`src/rtl/muldiv_if.sv`:
```
// Handshake/data bundle between the decoder/datapath and the multiply/divide unit.
// The master drives requests and operands; the slave returns status and HI/LO.
interface muldiv_if #(
    parameter int WIDTH = 32
);
    logic             start;
    logic [1:0]       op;
    logic [WIDTH-1:0] a;
    logic [WIDTH-1:0] b;
    logic             hilo_rd;
    logic             busy;
    logic             done;
    logic             stall;
    logic [WIDTH-1:0] hi;
    logic [WIDTH-1:0] lo;

    modport master (
        output start, op, a, b, hilo_rd,
        input  busy, done, stall, hi, lo
    );

    modport slave (
        input  start, op, a, b, hilo_rd,
        output busy, done, stall, hi, lo
    );
endinterface

```
`src/rtl/muldiv_unit.sv`:
```
// Iterative unsigned MULTU/DIVU sequencer with architectural HI/LO registers.
// One result bit retires per cycle; MFHI/MFLO reads stall while busy.
module muldiv_unit #(
    parameter int WIDTH = 32,
    parameter int CNTW  = 6
) (
    input  logic     clk,
    input  logic     reset,
    muldiv_if.slave  bus
);
    typedef enum logic [1:0] {
        S_IDLE,
        S_RUN,
        S_FIN
    } state_t;

    localparam logic [1:0] OP_MULTU = 2'b00;
    localparam logic [1:0] OP_DIVU  = 2'b01;
    localparam logic [1:0] OP_MTHI  = 2'b10;
    localparam logic [1:0] OP_MTLO  = 2'b11;

    state_t            state_q;
    logic [CNTW-1:0]   cnt_q;
    logic              is_div_q;
    logic [WIDTH-1:0]  acc_q;
    logic [WIDTH-1:0]  opb_q;
    logic [WIDTH-1:0]  wq_q;
    logic [WIDTH-1:0]  hi_q;
    logic [WIDTH-1:0]  lo_q;
    logic              busy_q;
    logic              done_q;

    logic [WIDTH:0]    mul_sum;
    logic [WIDTH:0]    div_sh;
    logic [WIDTH-1:0]  div_diff;
    logic              div_ge;
    logic [WIDTH-1:0]  acc_d;
    logic [WIDTH-1:0]  wq_d;

    // acc holds the product high half (mul) or partial remainder (div);
    // wq holds the shifting multiplier/product low half or the quotient.
    always_comb begin
        mul_sum  = {1'b0, acc_q} + (wq_q[0] ? {1'b0, opb_q} : '0);
        div_sh   = {acc_q, wq_q[WIDTH-1]};
        div_ge   = div_sh >= {1'b0, opb_q};
        div_diff = div_sh[WIDTH-1:0] - opb_q;
        if (is_div_q) begin
            acc_d = div_ge ? div_diff : div_sh[WIDTH-1:0];
            wq_d  = {wq_q[WIDTH-2:0], div_ge};
        end else begin
            acc_d = mul_sum[WIDTH:1];
            wq_d  = {mul_sum[0], wq_q[WIDTH-1:1]};
        end
    end

    always_ff @(posedge clk or posedge reset) begin
        if (reset) begin
            state_q  <= S_IDLE;
            cnt_q    <= '0;
            is_div_q <= 1'b0;
            acc_q    <= '0;
            opb_q    <= '0;
            wq_q     <= '0;
            hi_q     <= '0;
            lo_q     <= '0;
            busy_q   <= 1'b0;
            done_q   <= 1'b0;
        end else begin
            done_q <= 1'b0;
            unique case (state_q)
                S_RUN: begin
                    acc_q <= acc_d;
                    wq_q  <= wq_d;
                    cnt_q <= cnt_q - 1'b1;
                    if (cnt_q == '0) begin
                        hi_q    <= acc_d;
                        lo_q    <= wq_d;
                        state_q <= S_FIN;
                        busy_q  <= 1'b0;
                        done_q  <= 1'b1;
                    end
                end
                S_IDLE, S_FIN: begin
                    state_q <= S_IDLE;
                    if (bus.start) begin
                        unique case (bus.op)
                            OP_MULTU, OP_DIVU: begin
                                is_div_q <= bus.op[0];
                                acc_q    <= '0;
                                opb_q    <= bus.op[0] ? bus.b : bus.a;
                                wq_q     <= bus.op[0] ? bus.a : bus.b;
                                cnt_q    <= CNTW'(WIDTH - 1);
                                state_q  <= S_RUN;
                                busy_q   <= 1'b1;
                            end
                            OP_MTHI: hi_q <= bus.a;
                            OP_MTLO: lo_q <= bus.a;
                            default: ;
                        endcase
                    end
                end
                default: state_q <= S_IDLE;
            endcase
        end
    end

    assign bus.busy  = busy_q;
    assign bus.done  = done_q;
    assign bus.stall = busy_q & bus.hilo_rd;
    assign bus.hi    = hi_q;
    assign bus.lo    = lo_q;
endmodule

```
`src/flat_wrapper.sv`:
```
// flat-port wrapper written by rule: the top's interface ports become plain ports
module muldiv_unit_flat 
#(
    parameter int WIDTH = 32,
    parameter int CNTW  = 6
)
  (clk, reset, bus_start, bus_op, bus_a, bus_b, bus_hilo_rd, bus_busy, bus_done, bus_stall, bus_hi, bus_lo);
  muldiv_if #(.WIDTH(WIDTH)) bus_i ();
  input  logic clk;
  input  logic reset;
  input wire logic [$bits(bus_i.start)-1:0] bus_start;
  input wire logic [$bits(bus_i.op)-1:0] bus_op;
  input wire logic [$bits(bus_i.a)-1:0] bus_a;
  input wire logic [$bits(bus_i.b)-1:0] bus_b;
  input wire logic [$bits(bus_i.hilo_rd)-1:0] bus_hilo_rd;
  output wire logic [$bits(bus_i.busy)-1:0] bus_busy;
  output wire logic [$bits(bus_i.done)-1:0] bus_done;
  output wire logic [$bits(bus_i.stall)-1:0] bus_stall;
  output wire logic [$bits(bus_i.hi)-1:0] bus_hi;
  output wire logic [$bits(bus_i.lo)-1:0] bus_lo;
  assign bus_i.start = bus_start;
  assign bus_i.op = bus_op;
  assign bus_i.a = bus_a;
  assign bus_i.b = bus_b;
  assign bus_i.hilo_rd = bus_hilo_rd;
  assign bus_busy = bus_i.busy;
  assign bus_done = bus_i.done;
  assign bus_stall = bus_i.stall;
  assign bus_hi = bus_i.hi;
  assign bus_lo = bus_i.lo;
  muldiv_unit #(.WIDTH(WIDTH), .CNTW(CNTW)) u_core (.clk(clk), .reset(reset), .bus(bus_i));
endmodule
```
`config.mk`:
```
export PLATFORM = sky130hd
export DESIGN_NAME = muldiv_unit_flat
export DESIGN_NICKNAME = d
export VERILOG_FILES = /design/src/rtl/muldiv_if.sv /design/src/rtl/muldiv_unit.sv /design/src/flat_wrapper.sv
export SDC_FILE = /design/constraint.sdc
export NUM_CORES = 1
export LEC_CHECK = 0
export CAP_MARGIN = 40
export CORE_MARGIN = 8
export CORE_UTILIZATION = 53
export DETAILED_ROUTE_END_ITERATION = 12
export PLACE_DENSITY = 0.88
export SLEW_MARGIN = 20
export SYNTH_ARGS = -nofsm -noshare
export SYNTH_HDL_FRONTEND = slang
export SYNTH_SLANG_ARGS = --single-unit
```
`constraint.sdc`:
```
create_clock -name clk -period 5.05 [get_ports clk]
set_clock_uncertainty 0.2 [all_clocks]
set_input_delay 0.505 -clock clk [delete_from_list [all_inputs] [get_ports clk]]
set_output_delay 0.505 -clock clk [all_outputs]
set_load 0.01 [all_outputs]
```
* After elaboration in Yosys (flattened, before gate mapping)
Cells that the tools add are included.
** Cells by class
- Bitwise gates (word level) :: 1
- Order comparisons :: 1
- Multiplexer cells :: 33
- Shifts and indexed selects :: 0
- Divide/modulo/power cells :: 0
- $add $sub $neg :: 3
- $mul :: 0
- Reductions and logical operators :: 11
- Equal/unequal tests :: 10
** Operators with widths (count)
- 2-to-1 mux 32 bit :: 16
- one-hot mux 32 bit (2 select lines) :: 4
- adder 32 x 33 -> 33 bit :: 1
- greater-or-equal comparator 33 x 32 -> 1 bit :: 1
- subtractor 32 bit :: 1
- 2-to-1 mux 6 bit :: 2
- one-hot mux 6 bit (2 select lines) :: 1
- AND reduction 4 bit :: 3
- == test 2 bit (second input constant) :: 3
- logical NOT 6 bit :: 1
- 2-to-1 mux 1 bit :: 6
- inequality test 2 bit (second input constant) :: 3
- AND reduction 3 bit :: 2
- subtractor 6 x 1 -> 6 bit (second input constant) :: 1
- == test 2 x 1 -> 1 bit (second input constant) :: 2
- logical NOT 2 bit :: 2
- 2-to-1 mux 2 bit :: 2
- inequality test 2 x 1 -> 1 bit (second input constant) :: 2
- one-hot mux 2 bit (2 select lines) :: 1
- OR reduction 2 bit :: 2
- one-hot mux 1 bit (2 select lines) :: 1
- nonzero test 2 bit :: 1
- bitwise AND 1 bit :: 1
** Storage, ports and cells
- Memories :: 0
- Register bits :: 171
- ROM bits :: 0
- Bits in writable memories :: 0
- Bits in latches :: 0

* Logic depth before layout (Yosys ltp)
Gate-level depths: netlist of run 1.
- Word-level depth :: 5
- Depth in mapped cells :: 13
- Gate-level depth less buffers :: 12

* Worst setup path before layout of run 1
Ideal clock, no wire load.
- Path type :: reg-to-reg
- From :: register u_core.wq_q[0]
- To :: register u_core.acc_q[25]
- Period minus slack after synthesis :: 3.161 ns
- Cell stages (with the launch flop) :: 13
- Slack :: 1.889 ns
- Arrival :: 2.828 ns
- Cells stage by stage :: dfrtp_1 -> and2_1 -> ha_1 -> fa_1 -> a211oi_1 -> o21ai_1 -> o211ai_1 -> a31oi_1 -> o211ai_1 -> a21oi_1 -> or4_1 -> o221ai_1 -> o21ai_0
** On the way
- Cells in the longest elaborated chain, start to end :: 4
** Ends and longest elaborated chain
- start: declaration :: RTL line muldiv_unit.sv:27 : logic [WIDTH-1:0] wq_q;
- start signal: assignment :: RTL line muldiv_unit.sv:73 : wq_q <= wq_d;
- start signal: assignment :: RTL line muldiv_unit.sv:91 : wq_q <= bus.op[0] ? bus.a : bus.b;
- 2-to-1 mux 32 bit :: RTL line muldiv_unit.sv:43 : mul_sum = {1'b0, acc_q} + (wq_q[0] ? {1'b0, opb_q} : '0);
- adder 32 x 33 -> 33 bit :: RTL line muldiv_unit.sv:43
- 2-to-1 mux 32 bit :: RTL line muldiv_unit.sv:47 : if (is_div_q) begin
- one-hot mux 32 bit (2 select lines) :: RTL line muldiv_unit.sv:70 : unique case (state_q)
- end signal: assignment :: RTL line muldiv_unit.sv:61 : acc_q <= '0;
- end signal: assignment :: RTL line muldiv_unit.sv:72 : acc_q <= acc_d;
- end signal: assignment :: RTL line muldiv_unit.sv:89 : acc_q <= '0;
- end: declaration :: RTL line muldiv_unit.sv:25 : logic [WIDTH-1:0] acc_q;
No other way between the ends.
A chain may end at the register's enable or synchronous reset.

* Worst setup path in the final report of run 1
Same ends and word-level chain as after synthesis.

==> out/results.ini, run 1 <==
[drt]
drt_iter0_drc = 1251
routed_via_density = 6.323
drc_errors = 0
antenna_left = 0
vias = 12160
wl_mm = 40.90
first_pass_iters = 8
wl_per_cell_um = 21.27

[setup_path]
crit_type = reg2reg
end_kind = flip-flop
start_kind = flip-flop
cp.required_ps = 5150
worstRegToRegCells = 12
cp_slowest_stage_delay_ps = 480
crit_top_cell = o211ai_1
slowest_stage = or4_1
worstReg2RegStart = u_core.wq_q[0]$_DFFE_PP0P_
r2r_setup_slack_ps = 1130
worstPathArrival_ps = 4020
cp_max_fo = 7
worstPathCellList = and2_1 -> ha_1 -> fa_1 -> a211oi_1 -> o21ai_1 -> o211ai_1 -> a31oi_1 -> o211ai_1 -> a21oi_1 -> or4_1 -> o221ai_1 -> o21ai_0
r2r-end = u_core.acc_q[25]$_DFFE_PP0P_

[floorplan]
die_h_um = 170.1
ioPinCount = 137
row_count = 56
die_area_mm2 = 0.02895
start_util = 0.5381
dieWidth_um = 170.1
core_mm2 = 0.02340

[logic_synthesis]
yosysSeqAreaShare = 0.3398
syn_area_mm2 = 0.01259
synth_top_area_share = 0.3398
synth_edf_count = 0
syn_avg_cell_area_um2 = 8.340
synthCells = 1510
synth-async-reset-ratio = 1.000
synth_area_leaders = dfrtp_1, o21ai_0, ha_1
syn-num-nets = 1648
ys_warn_count = 0
ys_types = 76
yosysTopAreaCell = dfrtp_1
ys_seq_elements = 171
synth_top_flop_cell = dfrtp_1

[clock_network]
cts_buffer_depth = 2
cts_root_buf = clkbuf_16
cts_hold_buf = 0
cts_tree = done
worstSkewPairLatency_ps = 440
cts_setup_buffers = 0
clk_pin_slew_ps = 80
cts_sinks = 171
cts_resized = 0
cts_made_buffers = 17
h-tree-depth = 4

[sta]
fin_setup_tns_ps = 0
rsz0062_at_grt = false
finalWorstSetupSlack_ps = 1133
setup_violations = 0
timing.fmax_mhz = 255.3
slew_headroom = 0.4453
whs_ps = 288.1
period_minus_slack_ps = 3917
max_slew.worst_pin.slew_ps = 832.1
min_period_over_period = 0.7756
finalHoldViolCount = 0
slew_violations = 0

[worst_hold_path]
hold_depth = 2
holdPathEnd = u_core.bus.lo[4]$_DFFE_PP0P_
min_path_type = reg2reg
worstHoldStart = u_core.bus.lo[4]$_DFFE_PP0P_

[global_route]
overflow = 0
antenna_found_initial = 0
grt_max_degree = 143
grt_pass1_vias = 11620
grt.total_usage = 0.2815
grt_pass1_wl_mm = 64.84

[finish]
fill_cells = 1926
seq_area_mm2 = 0.004287
final_cell_mix = nand2_1, o21ai_0, dfrtp_1, clkdlybuf4s50_1, a21oi_1
drive_above_1_share = 0.07419
layout_commonest_cell = nand2_1
layout.nets = 1729
finalNonFillerCells = 1923
diodes = 0
area_delta_synth_final_pct = 16.89
multiInputGateArea_mm2 = 0.007744

[power_and_ir_drop]
seqPwrFrac = 0.230
power.internal_w = 0.005927
power_frac_clock = 0.110
p_per_area_mw_per_mm2 = 812.0
pwr-share-comb = 0.660
p_total_w = 0.01195
power_leakage_nw = 6.511
switching_share = 0.5041
ir_drop_mv = 0.3169
switchingPower_w = 0.006026

[place]
io_buffers = 136
place_hpwl_mm = 30.21
dp_slack_ps = 1250
post-place-cells = 1891
gp_congestion = 0.9637

[job]
maxCapViolations = 0

[status]
status = completed

worst max-delay path: cells and delay by family (launching register included):
family / cells / cell delay (ps)
AOI/OAI and AO/OA: 8 / 1810
adders and majority gates: 2 / 660
DFF: 1 / 460
and+or+nand+nor: 2 / 670
cells by family after synthesis:
group | synth area share
simple gates | 0.1799
compound gates | 0.2353
flops | 0.3398
buf+inv | 0.04640
mux | 0.09508
fa+ha+maj | 0.06875
xor+xnor | 0.03477
power by group through the flow:
stage / combinational (W) / sequential [W] / clock [W]
after floorplan: 0.00556 / 0.00252 / 0
after global placement: 0.00757 / 0.00270 / 0
after detailed placement: 0.00764 / 0.00273 / 0
after CTS: 0.00772 / 0.00271 / 0.00132
after global routing: 0.00860 / 0.00281 / 0.00137
final: 0.00789 / 0.00275 / 0.00131
synth_stat cells, types with 8 or more instances:
cell type	instances
dfrtp_1	171
xor2_1	23
and3_1	8
nand3_1	27
o211ai_1	14
nand2b_1	16
a31oi_1	28
ha_1	66
or2_2	12
o21a_1	12
and2_1	37
a21oi_1	84
inv_1	51
or3_1	21
nand4_1	16
nor2_1	75
a22o_1	10
buf_1	9
clkbuf_1	60
o21ai_0	216
a21o_1	34
buf_2	16
nor3_1	23
nor2b_1	8
mux2i_1	78
nand2_1	218
mux2_2	37
xnor2_1	27
per-stage QoR:
step / area (um^2) / utilization
2_1_floorplan: 12600 / -
3_3_place_gp: 14120 / 0.6032
3_5_place_dp: 14140 / 0.6040
4_1_cts: 14720 / 0.6290
5_1_grt: 14720 / 0.6290
6_report: 14720 / 0.6290
cell type report:
cell class	instances	share of cell area
clock buffer	18	0.02915
clock inverter	14	0.01054
inverter	53	0.01377
multi-input combinational	1196	0.5261
sequential	171	0.2912
tap	319	0.02711
timing repair buffer	152	0.1022
worst max-delay path by stage:
| stage | startpoint | endpoint | slack, ps |
|---|---|---|---|
| floorplan | u_core.wq_q[0]$_DFFE_PP0P_ | u_core.acc_q[25]$_DFFE_PP0P_ | 1890 |
| global placement | u_core.wq_q[0]$_DFFE_PP0P_ | u_core.bus.hi[25]$_DFFE_PP0P_ | 1280 |
| detailed placement | u_core.wq_q[0]$_DFFE_PP0P_ | u_core.acc_q[25]$_DFFE_PP0P_ | 1250 |
| CTS | u_core.wq_q[0]$_DFFE_PP0P_ | u_core.acc_q[25]$_DFFE_PP0P_ | 1200 |
| global route | u_core.wq_q[0]$_DFFE_PP0P_ | u_core.bus.hi[25]$_DFFE_PP0P_ | 1020 |
| finish | u_core.wq_q[0]$_DFFE_PP0P_ | u_core.acc_q[25]$_DFFE_PP0P_ | 1130 |
state kept, by name, indices dropped and copies added, names as in the netlist:
register         count
u_core.bus.busy      1
u_core.cnt_q         6
u_core.bus.lo       32
u_core.opb_q        32
u_core.bus.hi       32
u_core.wq_q         32
u_core.is_div_q      1
u_core.state_q       2
u_core.bus.done      1
u_core.acc_q        32
per-layer routing:
metal  GRT usage  vias to the layer above  share of wire
li1            -                     5593              -
met1      0.4002                     5846           0.44
met2      0.4119                      658           0.43
met3     0.07044                       63           0.10
met4     0.09077                        0          0.026
met5           0                        -              0
No activity file was read; power rests on OpenSTA's default activity.
==> inputs of run 2 (changes only) <==
Clock period 5.05 ns to 3.3 ns, I/O delays scaled along.
==> run 2 against run 1 <==
  * The flow now finishes with violations (setup timing)
  * Final cell count rose by 8.8%
  * Largest cell class unchanged
  * Wire length rose by 12%
  * Non-clock buffer count rose by 168
  * Hold slack got worse by 150 ps
==> out/results.ini, run 2 (synthesis results as in run 1) <==
[sta]
fin_setup_tns_ps = -177.6
rsz0062_at_grt = true
finalHoldViolCount = 0
timing.fmax_mhz = 295.2
finalWorstSetupSlack_ps = -88.10
slew_violations = 0
min_period_over_period = 1.027
setup_violations = 3
max_slew.worst_pin.slew_ps = 762.8
slew_headroom = 0.4896
period_minus_slack_ps = 3388

[floorplan]
die_h_um = 170.1
row_count = 56
start_util = 0.5381
core_mm2 = 0.02340
ioPinCount = 137
die_area_mm2 = 0.02895
dieWidth_um = 170.1

[setup_path]
cp_slowest_stage_delay_ps = 490
cp.required_ps = 3400
worstReg2RegStart = u_core.wq_q[0]$_DFFE_PP0P_
worstPathArrival_ps = 3490
slowest_stage = or4b_4
end_kind = flip-flop
worstPathCellList = buf_4 -> bufbuf_16 -> and2_1 -> ha_1 -> nand2_1 -> o21ai_0 -> a221oi_1 -> buf_4 -> and3b_2 -> or4b_4 -> nand3_2 -> o21ai_0
cp_num_buf_inv = 3
crit_type = reg2reg
crit_start = u_core.wq_q[0]$_DFFE_PP0P_
cp_max_fo = 13
start_kind = flip-flop
cp_top_family = simple AND/OR/NAND/NOR gates

[status]
status = complete, but fails checks
violations = setup timing

[drt]
routed_via_density = 6.330
wl_mm = 45.92
wl_per_cell_um = 21.95
vias = 13240
antenna_left = 0
drc_errors = 0
first_pass_iters = 6
drt_iter0_drc = 1463

[clock_network]
h-tree-depth = 4
cts_hold_buf = 0
cts_made_buffers = 17
cts_buffer_depth = 2
cts_root_buf = clkbuf_16
cts_sinks = 171
worstSkewPairLatency_ps = 440
clk_pin_slew_ps = 80
cts_tree = done

[global_route]
grt.total_usage = 0.3104
grt_max_degree = 76
grt_pass1_vias = 12910
grt_pass1_wl_mm = 71.04
antenna_found_initial = 1
overflow = 0

[power_and_ir_drop]
switchingPower_w = 0.01062
switching_share = 0.4792
power_frac_clock = 0.090
power.internal_w = 0.01154
pwr-share-comb = 0.723
ir_drop_mv = 0.5742
seqPwrFrac = 0.187
power_leakage_nw = 7.399
p_per_area_mw_per_mm2 = 1329

[place]
placed_area_mm2 = 0.01528
io_buffers = 136
place_hpwl_mm = 33.22
gp_congestion = 1.037

[finish]
drive_above_1_share = 0.2195
layout.nets = 1897
fin_area_mm2 = 0.01668
area_delta_synth_final_pct = 32.49
final_cell_mix = nand2_1, o21ai_0, buf_4, dfrtp_1, clkdlybuf4s50_1
layout_commonest_cell = nand2_1

[worst_hold_path]
min_path_type = in2async

[job]
maxCapViolations = 0

-- run 2: cell types whose count changed in the layout (fill, tap and decap cells not counted), sizes merged --
cell      previous run  this run
buf                 17       184
diode                0         1
clkinv              11         6
clkinvlp             1         4
inv                 55        56
clkbuf              18        19
bufbuf               0         1
-- run 2: metal layers --
| layer | vias to the layer above | GRT usage | wire length, um |
|---|---|---|---|
| li1 | 5916 | - | - |
| met1 | 6344 | 0.4126 | 18460 |
| met2 | 856 | 0.4877 | 20890 |
| met3 | 126 | 0.07530 | 5164 |
| met4 | 0 | 0.1076 | 1395 |
| met5 | - | 0 | 0 |
-- run 2: area by class of cell --
type / count / area [um^2]
inverter: 53 / 202.7
antenna: 1 / 2.502
clock buffer: 19 / 442.9
clock inverter: 13 / 132.6
sequential: 171 / 4303
multi-input combinational: 1196 / 8362
timing repair buffer: 320 / 2840
fill: 1666 / 6718
tap: 319 / 399.1
-- run 2: worst paths after layout --
path	endpoint	depth (start not counted)	slack [ps]
max	u_core.bus.hi[27]$_DFFE_PP0P_	12	-90
min	u_core.wq_q[5]$_DFFE_PP0P_	2	140
max reg2reg	u_core.bus.hi[27]$_DFFE_PP0P_	12	-90
min reg2reg	u_core.bus.lo[25]$_DFFE_PP0P_	2	290
max in group asynchronous	u_core.bus.lo[12]$_DFFE_PP0P_	3	1920
min in group clk	u_core.bus.lo[25]$_DFFE_PP0P_	2	290
-- run 2: power groups by stage --
stage          clock [W]  combinational, W  sequential (W)
2_1_floorplan          0           0.00850         0.00386
3_3_place_gp           0            0.0138         0.00399
3_5_place_dp           0            0.0141         0.00403
4_1_cts          0.00200            0.0148         0.00404
5_1_grt          0.00207            0.0172         0.00421
6_report         0.00200            0.0160         0.00415
-- run 2: through the flow --
step / std cells / hold WS, ps / utilization / setup slack [ps] / power [W]
after floorplan: 1510 / 253.5 / - / 139.0 / 0.01236
after global placement: 2038 / 263.3 / 0.6528 / -189.5 / 0.01775
after detailed placement: 2038 / 273.0 / 0.6528 / -216.9 / 0.01812
after CTS: 2078 / 143.6 / 0.6926 / -24.76 / 0.02080
after global routing: 2092 / 182.5 / 0.7129 / -141.1 / 0.02348
final: 2092 / 138.2 / 0.7129 / -88.10 / 0.02217
-- run 2: timing repair --
item | in CTS | in global routing
gates cloned | 1 | 0
pin swaps | 20 | 53
buffers inserted | 8 | 13
endpoints found under the setup margin | 30 | 63
gates resized for setup | 44 | 88
-- run 2: worst reg2reg max path, stage by stage, from the launching register on --
cell and delay, ps:
dfrtp_2 450, buf_4 170, bufbuf_16 290, and2_1 170
ha_1 330, nand2_1 60, o21ai_0 350, a221oi_1 160
buf_4 170, and3b_2 250, or4b_4 490, nand3_2 110
o21ai_0 80
==> inputs of run 3 (changes only) <==
Settings changed: CAP_MARGIN 40 to 20.
==> results of run 3 <==
Same layout as run 2: the final DEF is identical, and so are final timing and power.
